[src/rtl/mouse_draw_pkg.sv]
// Shared definitions for the mouse cursor / canvas ink path.
//   state_e  : write-sequencer FSM states
//   cell_t   : canvas cell coordinate (row, col)
//   GRID_N   : cells per canvas side
//   CELL_W   : width of a cell coordinate
//   BTN_*    : bit positions inside the decoded packet button field
package mouse_draw_pkg;

  typedef enum logic [1:0] {
    IDLE,
    INK,
    CLEAR
  } state_e;

  localparam int GRID_N = 28;
  localparam int CELL_W = 5;

  localparam int BTN_LEFT  = 0;
  localparam int BTN_RIGHT = 1;
  localparam int BTN_MID   = 2;

  typedef struct packed {
    logic [CELL_W-1:0] row;
    logic [CELL_W-1:0] col;
  } cell_t;

endpackage

[src/rtl/cursor_accum.sv]
// One axis of the cursor position integrator.
// Sign-extends a 9-bit two's-complement delta, adds it to (or subtracts it
// from, when SUB=1) the held position and clamps the result to [0, MAX].
// Ports:
//   clk, reset : clock, synchronous active-high reset (pos -> INIT)
//   pkt_valid  : apply delta this cycle
//   delta      : 9-bit signed movement
//   pos        : registered absolute position
module cursor_accum #(
  parameter int MAX  = 639,
  parameter int INIT = 320,
  parameter int SUB  = 0
) (
  input  logic       clk,
  input  logic       reset,
  input  logic       pkt_valid,
  input  logic [8:0] delta,
  output logic [9:0] pos
);

  localparam logic signed [11:0] MAX_S = 12'(MAX);

  logic [9:0]         pos_q, pos_d;
  logic signed [11:0] delta_ext;
  logic signed [11:0] pos_ext;
  logic signed [11:0] sum;

  // NOTE: every always_comb output gets a default first so no path leaves
  // it unassigned, which would otherwise infer a latch.
  always_comb begin
    delta_ext = {{3{delta[8]}}, delta};
    pos_ext   = {2'b00, pos_q};
    sum       = (SUB != 0) ? (pos_ext - delta_ext) : (pos_ext + delta_ext);
    pos_d     = pos_q;
    if (pkt_valid) begin
      if (sum < 0) begin
        pos_d = '0;
      end else if (sum > MAX_S) begin
        pos_d = MAX_S[9:0];
      end else begin
        pos_d = sum[9:0];
      end
    end
  end

  // NOTE: state registers use non-blocking assignments so every flop samples
  // the pre-edge values regardless of process evaluation order.
  always_ff @(posedge clk) begin
    if (reset) begin
      pos_q <= 10'(INIT);
    end else begin
      pos_q <= pos_d;
    end
  end

  assign pos = pos_q;

endmodule

[src/rtl/mouse_cursor_draw.sv]
// Integrates decoded PS/2 mouse packets into a clamped screen cursor and
// turns left-button drags over the canvas into single-cell ink writes; a
// right-button press walks a full row-major clear of the 28x28 bitmap.
// Ports:
//   clk, reset         : clock, synchronous active-high reset
//   pkt_valid, dx, dy  : decoded packet pulse and signed deltas (dy +up)
//   btn                : {middle, right, left}
//   cursor_x, cursor_y : absolute cursor position
//   wr_valid/wr_ready  : canvas write handshake
//   wr_row, wr_col     : target cell, wr_data : 1 = ink, 0 = clear
//   clear_busy         : clear sequence in progress
//   drop_cnt           : saturating count of ink/clear events lost while busy
//                        with an ink write
module mouse_cursor_draw #(
  parameter int SCREEN_W  = 640,
  parameter int SCREEN_H  = 480,
  parameter int X_INIT    = 320,
  parameter int Y_INIT    = 240,
  parameter int CANVAS_X0 = 96,
  parameter int CANVAS_Y0 = 16,
  parameter int CELL_LOG2 = 4,
  parameter int GRID_N    = mouse_draw_pkg::GRID_N
) (
  input  logic       clk,
  input  logic       reset,
  input  logic       pkt_valid,
  input  logic [8:0] dx,
  input  logic [8:0] dy,
  input  logic [2:0] btn,
  output logic [9:0] cursor_x,
  output logic [9:0] cursor_y,
  output logic       wr_valid,
  input  logic       wr_ready,
  output logic [4:0] wr_row,
  output logic [4:0] wr_col,
  output logic       wr_data,
  output logic       clear_busy,
  output logic [7:0] drop_cnt
);

  import mouse_draw_pkg::*;

  localparam int               CANVAS_PX = GRID_N << CELL_LOG2;
  localparam logic [9:0]       X_LO      = 10'(CANVAS_X0);
  localparam logic [9:0]       X_HI      = 10'(CANVAS_X0 + CANVAS_PX - 1);
  localparam logic [9:0]       Y_LO      = 10'(CANVAS_Y0);
  localparam logic [9:0]       Y_HI      = 10'(CANVAS_Y0 + CANVAS_PX - 1);
  localparam logic [CELL_W-1:0] LAST_IDX = CELL_W'(GRID_N - 1);

  // ---------------------------------------------------------------- cursor
  cursor_accum #(.MAX(SCREEN_W - 1), .INIT(X_INIT), .SUB(0)) u_acc_x (
    .clk      (clk),
    .reset    (reset),
    .pkt_valid(pkt_valid),
    .delta    (dx),
    .pos      (cursor_x)
  );

  // PS/2 dy is positive upward while screen y grows downward.
  cursor_accum #(.MAX(SCREEN_H - 1), .INIT(Y_INIT), .SUB(1)) u_acc_y (
    .clk      (clk),
    .reset    (reset),
    .pkt_valid(pkt_valid),
    .delta    (dy),
    .pos      (cursor_y)
  );

  // ------------------------------------------------------------- registers
  state_e      state_q, state_d;
  logic        pend_q, pend_d;          // a packet was applied last cycle
  logic [2:0]  btn_q, btn_d;            // buttons of that packet
  logic [2:0]  prev_btn_q, prev_btn_d;  // buttons of the packet before it
  logic        last_valid_q, last_valid_d;
  cell_t       last_cell_q, last_cell_d;
  logic        wr_valid_q, wr_valid_d;
  cell_t       wr_cell_q, wr_cell_d;
  logic        wr_data_q, wr_data_d;
  logic        clear_busy_q, clear_busy_d;
  logic [7:0]  drop_cnt_q, drop_cnt_d;

  // ---------------------------------------------------------- event decode
  logic [9:0] diff_x, diff_y;
  logic       in_canvas;
  cell_t      cur_cell;
  logic       clr_evt, ink_evt;

  always_comb begin
    diff_x       = cursor_x - X_LO;
    diff_y       = cursor_y - Y_LO;
    cur_cell.col = CELL_W'(diff_x >> CELL_LOG2);
    cur_cell.row = CELL_W'(diff_y >> CELL_LOG2);
    in_canvas    = (cursor_x >= X_LO) && (cursor_x <= X_HI) &&
                   (cursor_y >= Y_LO) && (cursor_y <= Y_HI);
    clr_evt      = pend_q && btn_q[BTN_RIGHT] && !prev_btn_q[BTN_RIGHT];
    ink_evt      = pend_q && btn_q[BTN_LEFT] && in_canvas &&
                   (!last_valid_q || (cur_cell != last_cell_q));
  end

  // Middle button and the stored left/middle history are carried for
  // completeness but never steer the datapath.
  logic unused_btn_bits;
  assign unused_btn_bits = ^{btn_q[BTN_MID], prev_btn_q[BTN_LEFT], prev_btn_q[BTN_MID]};

  // ------------------------------------------------------------ next state
  always_comb begin
    state_d      = state_q;
    pend_d       = pkt_valid;
    btn_d        = pkt_valid ? btn : btn_q;
    prev_btn_d   = pend_q ? btn_q : prev_btn_q;
    last_valid_d = last_valid_q;
    last_cell_d  = last_cell_q;
    wr_valid_d   = wr_valid_q;
    wr_cell_d    = wr_cell_q;
    wr_data_d    = wr_data_q;
    clear_busy_d = clear_busy_q;
    drop_cnt_d   = drop_cnt_q;

    // Lifting the left button ends the stroke, so the next press re-inks
    // even the same cell.
    if (pend_q && !btn_q[BTN_LEFT]) begin
      last_valid_d = 1'b0;
    end

    unique case (state_q)
      IDLE: begin
        if (clr_evt) begin
          state_d      = CLEAR;
          wr_valid_d   = 1'b1;
          wr_cell_d    = '0;
          wr_data_d    = 1'b0;
          clear_busy_d = 1'b1;
          last_valid_d = 1'b0;
        end else if (ink_evt) begin
          state_d      = INK;
          wr_valid_d   = 1'b1;
          wr_cell_d    = cur_cell;
          wr_data_d    = 1'b1;
          last_valid_d = 1'b1;
          last_cell_d  = cur_cell;
        end
      end

      INK: begin
        if (wr_ready) begin
          state_d    = IDLE;
          wr_valid_d = 1'b0;
        end
        // The pending write owns the port; new events are lost and counted.
        if ((ink_evt || clr_evt) && (drop_cnt_q != 8'hFF)) begin
          drop_cnt_d = drop_cnt_q + 8'd1;
        end
      end

      CLEAR: begin
        if (wr_ready) begin
          if ((wr_cell_q.row == LAST_IDX) && (wr_cell_q.col == LAST_IDX)) begin
            state_d      = IDLE;
            wr_valid_d   = 1'b0;
            clear_busy_d = 1'b0;
          end else if (wr_cell_q.col == LAST_IDX) begin
            wr_cell_d.col = '0;
            wr_cell_d.row = wr_cell_q.row + 1'b1;
          end else begin
            wr_cell_d.col = wr_cell_q.col + 1'b1;
          end
        end
      end

      default: begin
        state_d = IDLE;
      end
    endcase
  end

  always_ff @(posedge clk) begin
    if (reset) begin
      state_q      <= IDLE;
      pend_q       <= 1'b0;
      btn_q        <= '0;
      prev_btn_q   <= '0;
      last_valid_q <= 1'b0;
      last_cell_q  <= '0;
      wr_valid_q   <= 1'b0;
      wr_cell_q    <= '0;
      wr_data_q    <= 1'b0;
      clear_busy_q <= 1'b0;
      drop_cnt_q   <= '0;
    end else begin
      state_q      <= state_d;
      pend_q       <= pend_d;
      btn_q        <= btn_d;
      prev_btn_q   <= prev_btn_d;
      last_valid_q <= last_valid_d;
      last_cell_q  <= last_cell_d;
      wr_valid_q   <= wr_valid_d;
      wr_cell_q    <= wr_cell_d;
      wr_data_q    <= wr_data_d;
      clear_busy_q <= clear_busy_d;
      drop_cnt_q   <= drop_cnt_d;
    end
  end

  assign wr_valid   = wr_valid_q;
  assign wr_row     = wr_cell_q.row;
  assign wr_col     = wr_cell_q.col;
  assign wr_data    = wr_data_q;
  assign clear_busy = clear_busy_q;
  assign drop_cnt   = drop_cnt_q;

endmodule

[config.mk]
export PLATFORM = sky130hd
export DESIGN_NAME = mouse_cursor_draw
export DESIGN_NICKNAME = d
export VERILOG_FILES = /design/src/rtl/mouse_draw_pkg.sv /design/src/rtl/cursor_accum.sv /design/src/rtl/mouse_cursor_draw.sv
export SDC_FILE = /design/constraint.sdc
export NUM_CORES = 1
export LEC_CHECK = 0
export CAP_MARGIN = 15
export CORE_MARGIN = 10
export CORE_UTILIZATION = 55
export DETAILED_ROUTE_END_ITERATION = 6
export DONT_BUFFER_PORTS = 1
export GPL_TIMING_DRIVEN = 0
export PLACE_DENSITY = 0.77
export SLEW_MARGIN = 15
export SYNTH_ARGS = -nofsm -noshare
export SYNTH_HDL_FRONTEND = slang
export SYNTH_SLANG_ARGS = --single-unit
[constraint.sdc]
create_clock -name clk -period 3.15 [get_ports clk]
set_input_delay 0.63 -clock clk [delete_from_list [all_inputs] [get_ports clk]]
set_output_delay 0.63 -clock clk [all_outputs]
set_load 0.05 [all_outputs]
==> results.tsv, run 1 <==
metric	value	unit
layout_common_cells	nor2_1, dfxtp_1, nand2_1	
track_usage	18.29	%
drv_slew	0	
die_x	107.9	µm
cp.arrival	3.20	ns
slew_headroom	55.18	%
first_iter_violations	176	
r2r_slack	0.18	ns
num_antenna_cells	0	
wirelength	10760	µm
grt_pass1_wl	17520	µm
ant_nets	0	
synth_compound_area_share	22.10	%
synth_mux_area_share	3.625	%
max_freq	337.1	MHz
coreArea	7370	µm²
critPathRequiredTime	3.38	ns
setup_viol	0	
synthCells	523	
syn_area_per_cell	8.117	µm²
place_ws	-0.3991	ns
cts_max_level	3	
cts_buffers	9	
rsz0062_at_grt	false	
antenna_found_initial	0	
synth_area	4245	µm²
synthSimpleGateAreaFrac	21.28	%
synthAdderAreaFrac	10.37	%
synthToLayoutAreaGrowth	9.814	%
min_period_over_period	94.18	%
status	completed	
synth_cell_types	69	
grt_max_degree	11	
ir_drop	0.2582	mV
viasPerCell	6.081	
timing_hold_violations_final	0	
min-delay-start	btn[1]	
worst_pin_slew	0.6715	ns
power.density	575.4	nW/µm²
ys_async_sr_fraction	0	%
num_rows	31	
hp-class	input port to register	
num_io_pins	66	
start_kind	register	
fin_nets	594	
cts_sinks	58	
insertion_delay	0.35	ns
worstPathMaxFanout	8	
fin_crit	2.967	ns
globalplace.congestion	0.8893	
grt-ovfl-total	0	
yosys_warnings	0	
synth_edf_count	0	
drv_cap	0	
synth_seq_cells	58	
setup_ws	0.1833	ns
cts_root_buf	clkbuf_8	
first_pass_iters	5	
cts_tree	yes	
syn_nets	582	
end_kind	register	
die_area	11630	µm²
clock_skew	0.01326	ns
synth_top_family_by_area	compound AO/OA/AOI/OAI gates	
ys.flop_type	dfxtp_1	
clk_pin_slew	0.06	ns
drc	0	
die_h	107.9	µm
clock_path_buffers	2	
synth-xor-area-share	8.812	%
final_common_cell	nor2_1	
rr_startpoint	u_acc_y.pos[4]	
initial_core_util	57.61	%
cp-startpoint	u_acc_y.pos[4]	
ys_seq_area_share	27.35	%
cellLeakagePower	1.891	nW
grt_pass1_vias	3600	
portBuffers	0	
routedWlPerCell	16.85	µm
final_layout_size_suffix_gt1_share	11.48	%
vias	3886	
hpwl	8238	µm
postLayoutCoreUtil	63.26	%
criticalPathCategory	register to register	
[state kept, by name, indices dropped and copies added, names as in the netlist]
| signal | flops |
|---|---|
| last_cell_q | 10 |
| u_acc_x.pos | 10 |
| u_acc_y.pos | 10 |
| drop_cnt | 8 |
| wr_col | 5 |
| wr_row | 5 |
| btn_q | 2 |
| state_q | 2 |
| clear_busy | 1 |
| last_valid_q | 1 |
| pend_q | 1 |
| prev_btn_q | 1 |
| wr_data | 1 |
| wr_valid | 1 |
[worst paths after layout]
kind | depth (start not counted) | to
min | 2 | btn_q[1]
max reg2reg | 9 | drop_cnt[7]
min reg2reg | 2 | prev_btn_q[1]
max | 9 | drop_cnt[7]
[per-layer routing]
layer,vias to the layer above,part of all wire (%),GRT usage (%)
met5,-,0,0
met2,135,48,30.31
met4,0,2.1,7.538
met3,20,6.7,4.311
li1,1931,-,-
met1,1800,43,22.14
[what timing repair did]
action,in CTS,in global routing
pin swaps,0,3
setup buffers,0,1
setup endpoints to repair,47,17
gates resized for setup,12,9
hold buffers,0,0
[cells by family (layout without fill, tap and decap cells)]
logic type                 after synthesis  count (layout)
and+or+nand+nor                        179             179
AOI/OAI and AO/OA                      138             138
buffers and inverters                   61              78
DFF                                     58              58
xor gates and xnor gates                38              38
adders and majority gates               34              34
muxes                                   15              15
[cell type report]
type / instances / area, µm²
timing repair buffer: 1 / 7.507
fill: 636 / 2708
clock buffer: 12 / 155.1
tap: 99 / 123.9
inverter: 34 / 127.6
multi-input combinational: 404 / 2872
clock inverter: 4 / 50.05
sequential: 58 / 1180
buffer: 27 / 146.4
[synth_stat cells, types with 4 or more instances]
library cell / count / area [µm²]
a211oi_1: 15 / 112.6
a21o_1: 6 / 45.04
a21oi_1: 37 / 185.2
a31oi_1: 6 / 37.54
and3_1: 8 / 50.05
buf_4: 9 / 67.56
clkbuf_1: 13 / 48.80
dfxtp_1: 58 / 1161
ha_1: 32 / 400.4
inv_1: 34 / 127.6
mux2i_1: 12 / 120.1
nand2_1: 39 / 146.4
nand3_1: 15 / 75.07
nand4b_1: 6 / 52.55
nor2_1: 50 / 187.7
nor2b_1: 8 / 50.05
nor3_1: 21 / 105.1
nor4_1: 5 / 31.28
o21ai_0: 25 / 125.1
or2_2: 4 / 25.02
xnor2_1: 24 / 210.2
xor2_1: 11 / 96.34
[where the power goes]
part / leakage (nW) / total, W / internal (W) / switching, W
Clock: 0.0986 / 0.000709 / 0.000407 / 0.000302
Sequential: 0.475 / 0.00108 / 0.000810 / 0.000273
Combinational: 1.32 / 0.000890 / 0.000358 / 0.000532
[worst max-delay path, cell delays in order, from the launching register on]
cell and delay [ns]:
dfxtp_4 0.50, inv_1 0.13, ha_1 0.27, xnor2_2 0.17
xnor2_1 0.16, or4_4 0.55, o31ai_4 0.36, a21oi_1 0.23
nand4_1 0.15, mux2_2 0.34
[per-stage QoR]
step	total power (W)	area [µm²]	std cells	setup TNS, ns	hold WS, ns
finish	0.002682	4662	639	0	0.4433
global route	0.002837	4662	639	0	0.4371
CTS	0.002668	4616	638	0	0.4426
detailed placement	0.001944	4375	622	-7.204	0.4802
global placement	0.001920	4375	622	-5.908	0.4702
floorplan	0.001766	4252	523	0	0.4520
(Power assumes the default switching activity.)
==> run 2, diff against run 1 <==
- SLEW_MARGIN: 15 -> 20
==> results of run 2 <==
No change in the layout: final DEF, timing and power equal those of run 1.
==> run 3, diff against run 2 <==
- ABC_CLOCK_PERIOD_IN_PS: unset -> 3150
==> results of run 3 <==
No change in the layout: final DEF, timing and power equal those of run 1.
